**config.mk**
```make
export PLATFORM = sky130hd
export DESIGN_NAME = hs32_memarb_flat
export DESIGN_NICKNAME = d
export VERILOG_FILES = /design/src/rtl/hs32_memarb_pkg.sv /design/src/rtl/hs32_memarb_if.sv /design/src/rtl/hs32_arb_pick.sv /design/src/rtl/hs32_memarb.sv /design/src/flat_wrapper.sv
export SDC_FILE = /design/constraint.sdc
export NUM_CORES = 1
export LEC_CHECK = 0
export ABC_CLOCK_PERIOD_IN_PS = 5630
export BUFFER_PORTS_ARGS = -buffer_cell sky130_fd_sc_hd__buf_2
export CORE_ASPECT_RATIO = 1.2
export CORE_MARGIN = 2
export CORE_UTILIZATION = 49
export CTS_CLUSTER_SIZE = 14
export DETAILED_ROUTE_END_ITERATION = 8
export PLACE_DENSITY = 0.92
export SYNTH_ARGS = -nofsm -noshare
export SYNTH_HDL_FRONTEND = slang
export SYNTH_SLANG_ARGS = --single-unit
export TNS_END_PERCENT = 50
```
**constraint.sdc**
```tcl
create_clock -name i_clk -period 5.63 [get_ports i_clk]
set_input_delay 0 -clock i_clk [delete_from_list [all_inputs] [get_ports i_clk]]
set_output_delay 0 -clock i_clk [all_outputs]
set_load 0.02 [all_outputs]
```
**src/rtl/hs32_memarb_pkg.sv**
```systemverilog
// Shared types and constants for the hs32 N-channel memory arbiter.
package hs32_memarb_pkg;

    typedef enum logic [1:0] {
        ArbIdle = 2'd0,
        ArbBusy = 2'd1,
        ArbDone = 2'd2
    } arb_state_e;

    localparam int unsigned ArbFixed = 0;
    localparam int unsigned ArbRr    = 1;

    localparam int unsigned TimeoutW = 16;

    function automatic int unsigned wrap_inc(int unsigned idx, int unsigned n);
        return (idx + 1 >= n) ? 0 : idx + 1;
    endfunction

endpackage

```
**src/rtl/hs32_memarb_if.sv**
```systemverilog
// External valid/ready memory bus between the arbiter (master) and memory (slave).
interface hs32_memarb_if #(
    parameter int unsigned AW = 32,
    parameter int unsigned DW = 32
);
    logic [AW-1:0] addr;
    logic          rw;
    logic [DW-1:0] din;
    logic [DW-1:0] dout;
    logic          valid;
    logic          ready;

    modport master (output addr, rw, dout, valid, input din, ready);
    modport slave  (input addr, rw, dout, valid, output din, ready);
endinterface

```
**src/rtl/hs32_arb_pick.sv**
```systemverilog
// Combinational winner select: fixed (lowest index) or round-robin from ptr.
module hs32_arb_pick #(
    parameter int unsigned NCH = 2
) (
    input  logic [NCH-1:0]         req,
    input  logic [$clog2(NCH)-1:0] ptr,
    input  logic                   mode,
    output logic [NCH-1:0]         onehot,
    output logic [$clog2(NCH)-1:0] idx,
    output logic                   any
);
    localparam int unsigned PW = $clog2(NCH);

    int unsigned   k;
    logic [PW-1:0] kk;

    always_comb begin
        onehot = '0;
        idx    = '0;
        any    = 1'b0;
        k      = 0;
        kk     = '0;
        // Scan order starts at ptr in round-robin mode, at 0 otherwise.
        for (int unsigned i = 0; i < NCH; i++) begin
            k  = mode ? (32'(ptr) + i) % NCH : i;
            kk = PW'(k);
            if (!any && req[kk]) begin
                any        = 1'b1;
                onehot[kk] = 1'b1;
                idx        = kk;
            end
        end
    end

endmodule

```
**src/rtl/hs32_memarb.sv**
```systemverilog
// N-channel arbiter onto a single valid/ready memory bus, with optional
// bus-timeout watchdog that completes hung transactions with err.
module hs32_memarb
    import hs32_memarb_pkg::*;
#(
    parameter int unsigned NCH     = 2,
    parameter int unsigned MODE    = 0,
    parameter int unsigned TIMEOUT = 0,
    parameter int unsigned AW      = 32,
    parameter int unsigned DW      = 32
) (
    input  logic              i_clk,
    input  logic              reset,
    hs32_memarb_if.master     bus,
    input  logic [NCH*AW-1:0] addr_ch,
    input  logic [NCH*DW-1:0] dtw_ch,
    input  logic [NCH-1:0]    rw_ch,
    input  logic [NCH-1:0]    req,
    output logic [NCH-1:0]    rdy,
    output logic [DW-1:0]     dtr,
    output logic              err,
    output logic [NCH-1:0]    gnt
);
    localparam int unsigned PW = $clog2(NCH);
    localparam bit ToEn = (TIMEOUT > 0);
    // Expiry fires in the BUSY cycle whose increment would reach TIMEOUT.
    localparam logic [TimeoutW-1:0] ToLast = TimeoutW'((TIMEOUT > 0) ? TIMEOUT - 1 : 0);

    arb_state_e          state_q;
    logic [NCH-1:0]      gnt_q;
    logic [NCH-1:0]      rdy_q;
    logic [PW-1:0]       gidx_q;
    logic [PW-1:0]       ptr_q;
    logic [TimeoutW-1:0] cnt_q;
    logic [AW-1:0]       addr_q;
    logic [DW-1:0]       dout_q;
    logic [DW-1:0]       dtr_q;
    logic                rw_q;
    logic                valid_q;
    logic                err_q;

    logic [AW-1:0]  ch_addr [NCH];
    logic [DW-1:0]  ch_dtw  [NCH];
    logic [NCH-1:0] win_onehot;
    logic [PW-1:0]  win_idx;
    logic           win_any;

    for (genvar c = 0; c < NCH; c++) begin : g_unpack
        assign ch_addr[c] = addr_ch[c*AW +: AW];
        assign ch_dtw[c]  = dtw_ch[c*DW +: DW];
    end

    hs32_arb_pick #(
        .NCH (NCH)
    ) u_pick (
        .req    (req),
        .ptr    (ptr_q),
        .mode   (MODE == ArbRr),
        .onehot (win_onehot),
        .idx    (win_idx),
        .any    (win_any)
    );

    always_ff @(posedge i_clk or posedge reset) begin
        if (reset) begin
            state_q <= ArbIdle;
            gnt_q   <= '0;
            rdy_q   <= '0;
            gidx_q  <= '0;
            ptr_q   <= '0;
            cnt_q   <= '0;
            addr_q  <= '0;
            dout_q  <= '0;
            dtr_q   <= '0;
            rw_q    <= 1'b0;
            valid_q <= 1'b0;
            err_q   <= 1'b0;
        end else begin
            unique case (state_q)
                ArbIdle: begin
                    if (win_any) begin
                        gnt_q   <= win_onehot;
                        gidx_q  <= win_idx;
                        addr_q  <= ch_addr[win_idx];
                        dout_q  <= ch_dtw[win_idx];
                        rw_q    <= rw_ch[win_idx];
                        valid_q <= 1'b1;
                        cnt_q   <= '0;
                        state_q <= ArbBusy;
                    end
                end
                ArbBusy: begin
                    // ready takes precedence over a simultaneous expiry.
                    if (bus.ready) begin
                        if (!rw_q) begin
                            dtr_q <= bus.din;
                        end
                        valid_q <= 1'b0;
                        rdy_q   <= gnt_q;
                        state_q <= ArbDone;
                    end else begin
                        cnt_q <= cnt_q + TimeoutW'(1);
                        if (ToEn && cnt_q == ToLast) begin
                            valid_q <= 1'b0;
                            err_q   <= 1'b1;
                            dtr_q   <= '0;
                            rdy_q   <= gnt_q;
                            state_q <= ArbDone;
                        end
                    end
                end
                ArbDone: begin
                    rdy_q <= '0;
                    gnt_q <= '0;
                    err_q <= 1'b0;
                    if (MODE == ArbRr) begin
                        ptr_q <= PW'(wrap_inc(32'(gidx_q), NCH));
                    end
                    state_q <= ArbIdle;
                end
                default: state_q <= ArbIdle;
            endcase
        end
    end

    assign bus.addr  = addr_q;
    assign bus.rw    = rw_q;
    assign bus.dout  = dout_q;
    assign bus.valid = valid_q;
    assign rdy       = rdy_q;
    assign dtr       = dtr_q;
    assign err       = err_q;
    assign gnt       = gnt_q;

endmodule

```
**src/flat_wrapper.sv**
```systemverilog
// flat-port wrapper written by rule: the top's interface ports become plain ports
module hs32_memarb_flat import hs32_memarb_pkg::*;
#(
    parameter int unsigned NCH     = 2,
    parameter int unsigned MODE    = 0,
    parameter int unsigned TIMEOUT = 0,
    parameter int unsigned AW      = 32,
    parameter int unsigned DW      = 32
)
  (i_clk, reset, addr_ch, dtw_ch, rw_ch, req, rdy, dtr, err, gnt, bus_addr, bus_rw, bus_dout, bus_valid, bus_din, bus_ready);
  hs32_memarb_if #(.AW(AW), .DW(DW)) bus_i ();
  input  logic i_clk;
  input  logic reset;
  input  logic [NCH*AW-1:0] addr_ch;
  input  logic [NCH*DW-1:0] dtw_ch;
  input  logic [NCH-1:0] rw_ch;
  input  logic [NCH-1:0] req;
  output logic [NCH-1:0] rdy;
  output logic [DW-1:0] dtr;
  output logic err;
  output logic [NCH-1:0] gnt;
  output wire logic [$bits(bus_i.addr)-1:0] bus_addr;
  output wire logic [$bits(bus_i.rw)-1:0] bus_rw;
  output wire logic [$bits(bus_i.dout)-1:0] bus_dout;
  output wire logic [$bits(bus_i.valid)-1:0] bus_valid;
  input wire logic [$bits(bus_i.din)-1:0] bus_din;
  input wire logic [$bits(bus_i.ready)-1:0] bus_ready;
  assign bus_addr = bus_i.addr;
  assign bus_rw = bus_i.rw;
  assign bus_dout = bus_i.dout;
  assign bus_valid = bus_i.valid;
  assign bus_i.din = bus_din;
  assign bus_i.ready = bus_ready;
  hs32_memarb #(.NCH(NCH), .MODE(MODE), .TIMEOUT(TIMEOUT), .AW(AW), .DW(DW)) u_core (.i_clk(i_clk), .reset(reset), .bus(bus_i), .addr_ch(addr_ch), .dtw_ch(dtw_ch), .rw_ch(rw_ch), .req(req), .rdy(rdy), .dtr(dtr), .err(err), .gnt(gnt));
endmodule
```
Word level (Yosys, flattened, before mapping)
Index checks and enable logic that the tools add are counted.
Word-level totals
  output and inout bits: 103
  register bits after elaboration: 104
  logic and storage cells: 51
Operators by class
  bitwise operators: 2
  order comparisons: 2
  muxes and demuxes: 23
  reductions and logical operators: 12
  equal/unequal tests: 4
Operators by type and width (number)
  $mux W32: 6
  $pmux W2 S2: 3
  $mux W2: 5
  $mux W1: 8
  $reduce_and A2 Y1: 4
  $reduce_and A3 Y1: 2
  $reduce_bool A2 Y1: 3
  $ne A2 B2 Y1 const B: 2
  $eq A2 B1 Y1 const B: 1
  $eq A2 B2 Y1 const B: 1
  $ge A2 B2 Y1 const B: 1
  $logic_not A2 Y1: 1
  $lt A1 B2 Y1 const B: 1
  $not A1 Y2: 1
  $pmux W1 S2: 1
  $logic_and A1 B1 Y1: 1
  $logic_not A1 Y1: 1
  $not A1 Y1: 1

Depth between registers and ports, before layout
  depth after elaboration: 8
  gate-level depth with buffers: 5

Cells and area by module
A second synthesis with hierarchy kept.
Second synthesis, totals
  cell total of the unflattened synthesis: 390
  area, all modules: 4554.4 µm²
By module, submodules not included
  hs32_memarb: sequential area each 2602.5 µm², times used 1, cells an instance 384, area an instance 4519.3 µm²
  hs32_arb_pick: sequential area each 0.0 µm², times used 1, cells an instance 6, area an instance 35.0 µm²

Worst setup path before layout
No wires, ideal clock.
  path type: register -> register
  from: register u_core.state_q[1]
  to: register u_core.addr_q[18] (netlist: u_core.bus.addr[18])
  clock period less this slack: 1495 ps
  path slack: 4135 ps
  arrival: 1370 ps
  library setup time: 125 ps
  stages on the path, launching flop included: 6
  required time: 5505 ps
  path through: dfrtp_1 -> nor2_1 -> o21a_1 -> buf_4 -> buf_4 -> mux2_4
Between the ends
  word-level cells in the longest chain between the ends: 2
Ends and longest elaborated chain
  start: declaration: RTL line hs32_memarb.sv:29  | arb_state_e state_q;
  start signal: assignment: RTL line hs32_memarb.sv:66  | state_q <= ArbIdle;
  start signal: assignment: RTL line hs32_memarb.sv:89  | state_q <= ArbBusy;
  start signal: assignment: RTL line hs32_memarb.sv:100  | state_q <= ArbDone;
  $logic_not A2 Y1: RTL line hs32_memarb.sv:79  | unique case (state_q)
  $reduce_and A2 Y1 (no line)
  end signal: assignment: RTL line hs32_memarb.sv:84  | addr_q <= ch_addr[win_idx];
  end: declaration: RTL line hs32_memarb.sv:35  | logic [AW-1:0] addr_q;
No other way between the ends.
A chain may end at the register's enable or synchronous reset.

Worst setup path in the final report
  from: register u_core.state_q[0]
  to: register u_core.addr_q[13] (netlist: u_core.bus.addr[13])
Same word-level chain as after synthesis.

==> impl_metrics.py <==
metrics = {
    "critical_path": {
        "r2r-start": "u_core.state_q[0]",
        "reg2regPathDepth": 3,
        "arrival_ns": 2.47,
        "crit_required_ns": 5.85,
        "critPathKind": "reg -> reg",
        "r2r_end": "u_core.bus.addr[13]",
        "end_kind": "flip-flop",
        "crit_fanout": 67,
        "rrSetupSlack_ns": 3.38,
        "critPathLaunchType": "flip-flop",
    },
    "logic_synthesis": {
        "ys_top_cells_by_count": "dfrtp_1, mux2_4, mux2_2, buf_6",
        "synthTopCellsByArea": "dfrtp_1, mux2_4, mux2_2",
        "async_flop_share": 1.00,
        "yosysSeqAreaShare": 0.503,
        "synth-edff-count": 0,
        "synth_top_area_cell": "dfrtp_1",
        "ys.flop_type": "dfrtp_1",
        "ys_warn_count": 0,
        "ys_types": 24,
        "avgSynthCellArea_um2": 16.6,
        "syn_area_um2": 5180,
        "synth_top_area_frac": 0.503,
        "synthesis.instances": 311,
        "syn_nets": 478,
        "ys_seq_elements": 104,
        "yosysMostFrequentCell": "dfrtp_1",
    },
    "clock_tree": {
        "cts_root_buf": "clkbuf_16",
        "postCtsSetupRepairBufs": 0,
        "clock_sinks": 104,
        "clk_latency_ns": 0.33,
        "clk_pin_slew_ns": 0.07,
        "htreeDepth": 3,
        "cts_tree": "done",
        "cts_buffers": 9,
        "clockBufferDepth": 2,
    },
    "sta": {
        "clock.fmax_mhz": 444,
        "min_period_ns": 2.25,
        "grt_setup_unrepaired": "no",
        "relSlewSlack": 0.191,
        "hold_viol": 0,
        "fin_worst_skew_ns": 0.00792,
        "worst-slew-pin-transition_ns": 1.21,
        "post-route-period-util": 0.400,
        "setup_viol": 0,
        "tns_ns": 0,
        "slew_viol_final": 0,
    },
    "global_route": {
        "first_global_vias": 3886,
        "grt_max_degree": 68,
        "grt_usage": 0.211,
        "overflow": 0,
        "antenna_found_initial": 0,
        "grt_pass1_wl_um": 18900,
    },
    "floorplanning": {
        "initial_core_util": 0.497,
        "chipHeight_um": 117,
        "core.rowCount": 41,
        "io_pins": 270,
        "die_area_um2": 11400,
        "die_w_um": 97.8,
        "fp.coreArea_um2": 10400,
    },
    "pwr": {
        "switching_share": 0.383,
        "power_switching_mw": 1.45,
        "ir_drop_uv": 254,
        "p_int_mw": 2.33,
        "combPwrFrac": 0.491,
        "power.share.clock": 0.148,
        "p_leak_nw": 3.72,
        "powerDensity_nw_per_um2": 531,
        "p_seq_frac": 0.361,
    },
    "run_status": {
        "status": "complete, no violations",
    },
    "route": {
        "viasPerCell": 4.94,
        "vias": 3668,
        "dr.pass1.iters": 4,
        "post-route-drc-count": 0,
        "routed_wl_um": 12500,
        "wl_per_cell_um": 16.9,
        "drt_iter0_markers": 81,
        "ant_nets": 0,
    },
    "layout": {
        "post_route_cells_drive_above_1_share": 0.734,
        "fillers": 720,
        "nets": 775,
        "syn_to_final_growth_pct": 37.2,
        "layout.cells.non_filler": 742,
        "diodes": 0,
    },
    "placement": {
        "io_buffers": 268,
        "dp_cells": 692,
        "gp_congestion": 0.782,
        "dp_hpwl_um": 9010,
    },
    "hold_path": {
        "worstHoldStart": "addr_ch[34]",
        "hold_path_end": "u_core.bus.addr[2]",
        "min_path_type": "in -> reg",
        "whs_path_depth": 3,
    },
    "job": {
        "maxCapViolCount": 0,
    },
}
## stage by stage
step,hold slack (ns),cell area [um2],utilization,power [mW],worst slack (ns)
2_1_floorplan,0.105,5180,-,2.62,2.90
6_report,0.0162,7100,0.682,3.77,3.38
3_5_place_dp,0.102,6500,0.624,3.20,3.37
4_1_cts,0.00876,7100,0.682,3.79,3.38
3_3_place_gp,0.0847,6500,0.624,3.12,3.50
5_1_grt,0.00962,7100,0.682,3.96,3.28
## registers in the layout (all words and copies together) (netlist names)
register and cells:
u_core.bus.rw 1, u_core.bus.dout 32, u_core.bus.valid 1, u_core.dtr 32, u_core.state_q 2, u_core.gnt 2, u_core.rdy 2, u_core.bus.addr 32
## critical path: stages, from the launching register on
cell and delay, ns:
dfrtp_1 0.49, nor2_1 0.22, o21a_4 0.93, mux2_2 0.42
## cell families (layout without fill, tap and decap cells)
| group | Yosys count | in the layout | synth area share |
|---|---|---|---|
| AO/OA/AOI/OAI | 10 | 10 | 0.0145 |
| flip-flops | 104 | 104 | 0.503 |
| other | 1 | 1 | 0.000724 |
| multiplexers | 162 | 162 | 0.425 |
| buffers and inverters | 23 | 325 | 0.0445 |
| AND/OR/NAND/NOR | 11 | 11 | 0.0126 |
## power by group through the flow
stage               clock network, mW  logic, mW  registers [mW]
floorplan                           0      0.830            1.79
global placement                    0       1.78            1.34
detailed placement                  0       1.85            1.36
CTS                             0.570       1.86            1.36
global route                    0.600       1.96            1.40
finish                          0.559       1.85            1.36
## cell type report
| cell class | count | area [um2] | area share |
|---|---|---|---|
| well taps | 129 | 161 | 0.0227 |
| multi-input cells | 184 | 2350 | 0.331 |
| flip-flops and latches | 104 | 2600 | 0.366 |
| inverters | 4 | 17.5 | 0.00247 |
| repair buffers | 305 | 1700 | 0.240 |
| clock inverters | 5 | 33.8 | 0.00476 |
| clock buffers | 11 | 233 | 0.0328 |
## per-layer routing
layer | GRT usage | vias up | share of wire
met4 | 0.105 | 0 | 0.032
li1 | - | 1703 | -
met1 | 0.230 | 1760 | 0.37
met2 | 0.399 | 174 | 0.55
met5 | 0 | - | 0
met3 | 0.0353 | 31 | 0.055
## cells in the final DEF (no fill, tap or decap), types with 2 or more instances in the layout
cell           instances
dlygate4sd3_1         34
clkbuf_1               2
clkinvlp_4             2
nand2_1                2
buf_2                268
mux2_1                 2
clkbuf_16              9
inv_1                  3
nor2_1                 3
mux2_4               100
mux2_2                60
o2bb2ai_1              2
a31oi_1                2
nor2b_1                3
clkinv_2               2
dfrtp_1              104
buf_4                  3
## timing repair
item                      4_1_cts  5_1_grt
hold endpoints to repair       78        0
hold buffers                   34        0
gates resized for setup         0        0
## worst max path at each step
stage / from / end / slack [ns] / depth (start not counted)
after floorplan: reset / u_core.bus.addr[0] / 2.90 / 1
after global placement: u_core.state_q[0] / u_core.bus.addr[16] / 3.50 / 3
after detailed placement: u_core.state_q[0] / u_core.bus.addr[10] / 3.37 / 3
after CTS: u_core.state_q[0] / u_core.bus.addr[12] / 3.38 / 3
after global routing: u_core.state_q[0] / u_core.bus.addr[17] / 3.28 / 3
final: u_core.state_q[0] / u_core.bus.addr[13] / 3.38 / 3
Power figures use the tool's default switching activity.
